--- config.mk ---
export PLATFORM = sky130hd
export DESIGN_NAME = load_store_unit
export DESIGN_NICKNAME = d
export VERILOG_FILES = /design/src/rtl/lsu_pkg.sv /design/src/rtl/lsu_align.sv /design/src/rtl/load_store_unit.sv
export SDC_FILE = /design/constraint.sdc
export NUM_CORES = 1
export LEC_CHECK = 0
export ABC_CLOCK_PERIOD_IN_PS = 5900
export BUFFER_PORTS_ARGS = -buffer_cell sky130_fd_sc_hd__buf_4
export CAP_MARGIN = 20
export CELL_PAD_IN_SITES_DETAIL_PLACEMENT = 1
export CELL_PAD_IN_SITES_GLOBAL_PLACEMENT = 2
export CORE_MARGIN = 5
export CORE_UTILIZATION = 33
export DETAILED_ROUTE_END_ITERATION = 6
export GPL_ROUTABILITY_DRIVEN = 0
export PLACE_DENSITY_LB_ADDON = 0.1
export SYNTH_ARGS = -nofsm -noshare
export SYNTH_HDL_FRONTEND = slang
export SYNTH_HIERARCHICAL = 1
export SYNTH_SLANG_ARGS = --single-unit
--- constraint.sdc ---
create_clock -name clk -period 5.9 [get_ports clk]
set_input_delay 0.59 -clock clk [delete_from_list [all_inputs] [get_ports clk]]
set_output_delay 0.59 -clock clk [all_outputs]
set_load 0.005 [all_outputs]
--- src/rtl/lsu_pkg.sv ---
// Shared definitions for the load/store unit: funct3 encodings and FSM states.
package lsu_pkg;

  localparam int unsigned XLEN  = 32;
  localparam int unsigned WORDS = 64;

  // RV32I load/store funct3 encodings (stores use B/H/W only)
  localparam logic [2:0] F3_B  = 3'b000;
  localparam logic [2:0] F3_H  = 3'b001;
  localparam logic [2:0] F3_W  = 3'b010;
  localparam logic [2:0] F3_BU = 3'b100;
  localparam logic [2:0] F3_HU = 3'b101;

  typedef enum logic [2:0] {
    ST_IDLE     = 3'd0,
    ST_LOAD     = 3'd1,
    ST_RMW_READ = 3'd2,
    ST_WRITE    = 3'd3,
    ST_RESP     = 3'd4
  } lsu_state_t;

  // Illegal funct3 or an address not aligned to the access size.
  function automatic logic req_bad(input logic we, input logic [2:0] funct3,
                                   input logic [1:0] addr_lo);
    logic illegal;
    logic misaligned;
    if (we) illegal = funct3[2] || (funct3[1:0] == 2'b11);
    else    illegal = (funct3[1:0] == 2'b11) || (funct3 == 3'b110);
    misaligned = ((funct3[1:0] == 2'b01) && addr_lo[0]) ||
                 ((funct3[1:0] == 2'b10) && (addr_lo != 2'b00));
    return illegal || misaligned;
  endfunction

endpackage

--- src/rtl/lsu_align.sv ---
// Pure lane logic: load extract/extend and sub-word store merge.
// Ports: word (memory word), wdata (right-aligned store data), addr_lo (byte
// offset), funct3 -> load_data_c (extended load), store_word_c (merged word).
module lsu_align
  import lsu_pkg::*;
(
  input  logic [XLEN-1:0] word,
  input  logic [XLEN-1:0] wdata,
  input  logic [1:0]      addr_lo,
  input  logic [2:0]      funct3,
  output logic [XLEN-1:0] load_data_c,
  output logic [XLEN-1:0] store_word_c
);

  logic [7:0]  byte_sel;
  logic [15:0] half_sel;

  // Load: pick the addressed lane, then extend by funct3
  always_comb begin
    byte_sel    = word[7:0];
    half_sel    = addr_lo[1] ? word[31:16] : word[15:0];
    load_data_c = word;
    case (addr_lo)
      2'd0:    byte_sel = word[7:0];
      2'd1:    byte_sel = word[15:8];
      2'd2:    byte_sel = word[23:16];
      default: byte_sel = word[31:24];
    endcase
    case (funct3)
      F3_B:    load_data_c = {{24{byte_sel[7]}}, byte_sel};
      F3_H:    load_data_c = {{16{half_sel[15]}}, half_sel};
      F3_BU:   load_data_c = {24'd0, byte_sel};
      F3_HU:   load_data_c = {16'd0, half_sel};
      default: load_data_c = word;
    endcase
  end

  // Store: overlay the low byte/half of wdata onto the target lane
  always_comb begin
    store_word_c = wdata;
    case (funct3[1:0])
      2'b00: begin
        store_word_c = word;
        case (addr_lo)
          2'd0:    store_word_c[7:0]   = wdata[7:0];
          2'd1:    store_word_c[15:8]  = wdata[7:0];
          2'd2:    store_word_c[23:16] = wdata[7:0];
          default: store_word_c[31:24] = wdata[7:0];
        endcase
      end
      2'b01: begin
        store_word_c = word;
        if (addr_lo[1]) store_word_c[31:16] = wdata[15:0];
        else            store_word_c[15:0]  = wdata[15:0];
      end
      default: store_word_c = wdata;
    endcase
  end

endmodule

--- src/rtl/load_store_unit.sv ---
// RV32I load/store front end for a word-only data memory. Sub-word stores are
// done as read-modify-write; loads are lane-extracted and extended.
// Ports: clk/rst (sync active-high); req_* request handshake from execute;
// resp_* one-cycle completion with error flag and load data; mem_* word port
// to memory with combinational mem_read_data.
module load_store_unit
  import lsu_pkg::*;
(
  input  logic            clk,
  input  logic            rst,
  input  logic            req_valid,
  output logic            req_ready,
  input  logic            req_we,
  input  logic [2:0]      req_funct3,
  input  logic [XLEN-1:0] req_addr,
  input  logic [XLEN-1:0] req_wdata,
  output logic            resp_valid,
  output logic            resp_error,
  output logic [XLEN-1:0] resp_rdata,
  output logic [XLEN-1:0] mem_address,
  output logic [XLEN-1:0] mem_write_data,
  output logic            mem_write_enable,
  input  logic [XLEN-1:0] mem_read_data
);

  lsu_state_t      state_q, state_d;
  logic            we_q, we_d;
  logic [2:0]      f3_q, f3_d;
  logic [XLEN-1:0] addr_q, addr_d;
  logic [XLEN-1:0] wdata_q, wdata_d;
  logic [XLEN-1:0] buf_q, buf_d;
  logic [XLEN-1:0] rdata_q, rdata_d;
  logic            error_q, error_d;

  logic [XLEN-1:0] load_data_c;
  logic [XLEN-1:0] store_word_c;

  lsu_align u_align (
    .word         (mem_read_data),
    .wdata        (wdata_q),
    .addr_lo      (addr_q[1:0]),
    .funct3       (f3_q),
    .load_data_c  (load_data_c),
    .store_word_c (store_word_c)
  );

  // State and datapath registers
  always_ff @(posedge clk) begin
    if (rst) begin
      state_q <= ST_IDLE;
      we_q    <= 1'b0;
      f3_q    <= 3'd0;
      addr_q  <= '0;
      wdata_q <= '0;
      buf_q   <= '0;
      rdata_q <= '0;
      error_q <= 1'b0;
    end else begin
      state_q <= state_d;
      we_q    <= we_d;
      f3_q    <= f3_d;
      addr_q  <= addr_d;
      wdata_q <= wdata_d;
      buf_q   <= buf_d;
      rdata_q <= rdata_d;
      error_q <= error_d;
    end
  end

  // Next state; response fields only change on entry to RESP
  always_comb begin
    state_d = state_q;
    we_d    = we_q;
    f3_d    = f3_q;
    addr_d  = addr_q;
    wdata_d = wdata_q;
    buf_d   = buf_q;
    rdata_d = rdata_q;
    error_d = error_q;
    case (state_q)
      ST_IDLE: begin
        if (req_valid) begin
          we_d    = req_we;
          f3_d    = req_funct3;
          addr_d  = req_addr;
          wdata_d = req_wdata;
          if (req_bad(req_we, req_funct3, req_addr[1:0])) begin
            state_d = ST_RESP;
            error_d = 1'b1;
            rdata_d = '0;
          end else if (!req_we) begin
            state_d = ST_LOAD;
          end else if (req_funct3 == F3_W) begin
            state_d = ST_WRITE;
            buf_d   = req_wdata;
          end else begin
            state_d = ST_RMW_READ;
          end
        end
      end
      ST_LOAD: begin
        rdata_d = load_data_c;
        error_d = 1'b0;
        state_d = ST_RESP;
      end
      ST_RMW_READ: begin
        buf_d   = store_word_c;
        state_d = ST_WRITE;
      end
      ST_WRITE: begin
        rdata_d = '0;
        error_d = 1'b0;
        state_d = ST_RESP;
      end
      ST_RESP: state_d = ST_IDLE;
      default: state_d = ST_IDLE;
    endcase
  end

  assign req_ready        = (state_q == ST_IDLE);
  assign resp_valid       = (state_q == ST_RESP);
  assign resp_error       = error_q;
  assign resp_rdata       = rdata_q;
  assign mem_address      = {addr_q[XLEN-1:2], 2'b00};
  assign mem_write_data   = buf_q;
  // Gated by rst so a reset landing in WRITE commits nothing
  assign mem_write_enable = (state_q == ST_WRITE) && !rst;

endmodule

==> qor.json <==
{
  "final_critical_path_setup_slack": {"value": 2.75, "unit": "ns"},
  "drv_cap": {"value": 0},
  "maximum_number_of_pins_on_one_net_before_global_route_repair": {"value": 74},
  "floorplan.die.height": {"value": 160, "unit": "um"},
  "worst_setup_path_end_kind": {"value": "register"},
  "die_area": {"value": 25700, "unit": "um2"},
  "min_period": {"value": 3.15, "unit": "ns"},
  "dr.pass1.iters": {"value": 4},
  "floorplan.initialDensity": {"value": 33.2, "unit": "%"},
  "setup_tns": {"value": 0, "unit": "ns"},
  "vias": {"value": 7108},
  "post-route-period-util": {"value": 53.4, "unit": "%"},
  "ys_ff_latch": {"value": 135},
  "worst_pin_slew": {"value": 0.930, "unit": "ns"},
  "area.growth.synth_to_final": {"value": 25.6, "unit": "%"},
  "path_clk_slew": {"value": 0.06, "unit": "ns"},
  "met2_length": {"value": 12.4, "unit": "mm"},
  "clock_tree_from_tritoncts": {"value": "built"},
  "antenna_found_initial": {"value": 1},
  "max-slew-margin-rel": {"value": 37.9, "unit": "%"},
  "track_usage": {"value": 21.0, "unit": "%"},
  "final.setup_skew": {"value": 0.0127, "unit": "ns"},
  "layout.filler_cells": {"value": 2668},
  "vdd_drop_max": {"value": 0.165, "unit": "mV"},
  "buffer_ports.inserted": {"value": 200},
  "bufs_on_longest_clock_path": {"value": 2},
  "worstPathRequired": {"value": 6.21, "unit": "ns"},
  "clock_sink_count": {"value": 135},
  "post-cts-setup-buffers": {"value": 0},
  "cts-root-buf": {"value": "clkbuf_16"},
  "crit-reg2reg-launch": {"value": "addr_q[0]"},
  "nNetsFinal": {"value": 1088},
  "hold_path_end": {"value": "addr_q[21]"},
  "hold_path.startpoint": {"value": "req_addr[21]"},
  "postSynthAreaPerCell": {"value": 8.55, "unit": "um2"},
  "static-leakage-power": {"value": 0.00380, "unit": "uW"},
  "drv_slew": {"value": 0},
  "cts_repair_resize_count": {"value": 0},
  "drc": {"value": 0},
  "r2r_end": {"value": "mem_write_data[3]"},
  "die_width": {"value": 160, "unit": "um"},
  "hold_violations": {"value": 0},
  "synthDistinctLibCells": {"value": 54},
  "final-setup-viol-count": {"value": 0},
  "post_synthesis_sequential_area_ratio": {"value": 36.3, "unit": "%"},
  "first_global_vias": {"value": 7226},
  "synth-warning-count": {"value": 6},
  "synth_top_area_cell": {"value": "dfxtp_1"},
  "synth.area.top_cells": {"value": "dfxtp_1, nand2_1, o221a_2"},
  "hpwl": {"value": 18.8, "unit": "mm"},
  "outcome": {"value": "finished, final reports clean"},
  "drive_above_1_share": {"value": 34.9, "unit": "%"},
  "ant_nets": {"value": 0},
  "layout_common_cells": {"value": "buf_4, nand2_1, dfxtp_1"},
  "top_sig_layer": {"value": "met5"},
  "critical_path.max_fanout": {"value": 17},
  "met1_length": {"value": 13.5, "unit": "mm"},
  "ioPinCount": {"value": 203},
  "std_cell_rows": {"value": 55},
  "finish.utilization": {"value": 41.7, "unit": "%"},
  "rsz0062_at_grt": {"value": "false"},
  "initial_drc_count": {"value": 405},
  "powerDensity": {"value": 280, "unit": "nW/um2"},
  "hold-path-cell-count": {"value": 3},
  "r2r_depth": {"value": 6},
  "critPathLaunchType": {"value": "register"},
  "worst_skew_pair.late_latency": {"value": 0.43, "unit": "ns"},
  "route.detailed.wl_per_inst": {"value": 21.6, "unit": "um"},
  "p_total": {"value": 2620, "unit": "uW"},
  "timing_worst_setup_path_type": {"value": "register to register"},
  "critPathArrivalTime": {"value": 3.46, "unit": "ns"},
  "wl_met3": {"value": 1.59, "unit": "mm"},
  "htree_num_levels": {"value": 4},
  "globalRouteOverflowTotal": {"value": 0},
  "first_pass_grt_wire_length": {"value": 43.3, "unit": "mm"},
  "place_worst_setup_slack": {"value": 2.78, "unit": "ns"},
  "route.detailed.vias_per_inst": {"value": 5.54},
  "cts_buffer_count": {"value": 17},
  "core_area": {"value": 22400, "unit": "um2"},
  "final_common_cell": {"value": "buf_4"},
  "timing.reg2reg.setup_slack": {"value": 2.75, "unit": "ns"},
  "syn-instance-count": {"value": 872},
  "post_synthesis_cell_area": {"value": 7450, "unit": "um2"},
  "synthDominantCellAreaShare": {"value": 36.3, "unit": "%"},
  "max_freq": {"value": 0.317, "unit": "GHz"},
  "cts_hold_buffers": {"value": 0},
  "antennaDiodeCount": {"value": 0},
  "drt_wl_total": {"value": 27.8, "unit": "mm"},
  "hold_class": {"value": "input port to register"}
}
[cells in the mapped netlist, drive strengths merged]
cell type  count
nand2        191
dfxtp        135
a21oi         93
buf           75
o221a         49
clkbuf        47
inv           42
a32oi         33
o41ai         32
o21ai         24
mux2          18
or4b          16
a22oi         15
o211a         15
nand2b        11
mux2i          9
nor2b          9
a221o          8
a222oi         7
nor2           6
nor3           6
nor3b          4
nor4b          4
and2           3
a21o           2
a22o           2
nand3          2
o21a           2
or2            2
a2111oi        1
a221oi         1
a2bb2oi        1
a31oi          1
a32o           1
and4bb         1
conb           1
nor4           1
o21bai         1
or3b           1
[registers in the layout (all words and copies together), names as in the netlist]
register / flops
addr_q: 32
wdata_q: 32
resp_rdata: 32
resp_error: 1
mem_write_data: 32
state_q: 3
f3_q: 3
[stage by stage]
| stage | hold WS, ns | instance area, um2 | std cells |
|---|---|---|---|
| finish | 0.404 | 9360 | 1283 |
| global route | 0.386 | 9360 | 1283 |
| CTS | 0.387 | 9360 | 1283 |
| detailed placement | 0.447 | 8740 | 1251 |
| global placement | 0.441 | 8740 | 1251 |
| floorplan | 0.433 | 7460 | 873 |
[routing by layer]
metal / track usage, % / up-vias
li1: - / 3393
met1: 30.5 / 3504
met2: 31.6 / 192
met3: 5.41 / 17
met4: 4.46 / 2
met5: 0 / -
[critical path, stage by stage (launching register included)]
cell and delay (ns):
dfxtp_1 0.67, nor2b_1 0.73, o21bai_2 0.39, mux2_2 0.36
or4b_2 0.61, o211a_1 0.15, o221a_2 0.12
[worst max-delay path by stage]
stage,depth (start not counted),slack [ns],from,to
floorplan,8,3.55,addr_q[1],mem_write_data[6]
global placement,6,2.83,addr_q[0],mem_write_data[4]
detailed placement,6,2.78,addr_q[0],mem_write_data[3]
CTS,6,2.77,addr_q[0],mem_write_data[3]
global route,6,2.56,addr_q[0],mem_write_data[3]
finish,6,2.75,addr_q[0],mem_write_data[3]
[where the power goes]
group          switching [uW]  internal (uW)
clock network             449            695
registers                40.5            957
logic                     273            207
total                     763           1860
[kinds of logic (layout without fill, tap and decap cells)]
| logic type | Yosys count | count (layout) | share of synthesized area (%) |
|---|---|---|---|
| buffers and inverters | 164 | 289 | 11.6 |
| and+or+nand+nor | 257 | 257 | 17.3 |
| muxes | 27 | 27 | 3.98 |
| other | 1 | 2 | 0.0503 |
| AOI/OAI and AO/OA | 288 | 288 | 30.8 |
| DFF | 135 | 135 | 36.3 |
[area by class of cell]
class / instances / area, um2 / share of cell area [%]
inverters: 42 / 158 / 1.68
clock buffers: 20 / 457 / 4.88
flip-flops and latches: 135 / 2710 / 28.9
clock inverters: 12 / 166 / 1.78
well taps: 285 / 357 / 3.81
multi-input cells: 574 / 3900 / 41.7
repair buffers: 215 / 1610 / 17.2
No activity file was read; power rests on OpenSTA's default activity.
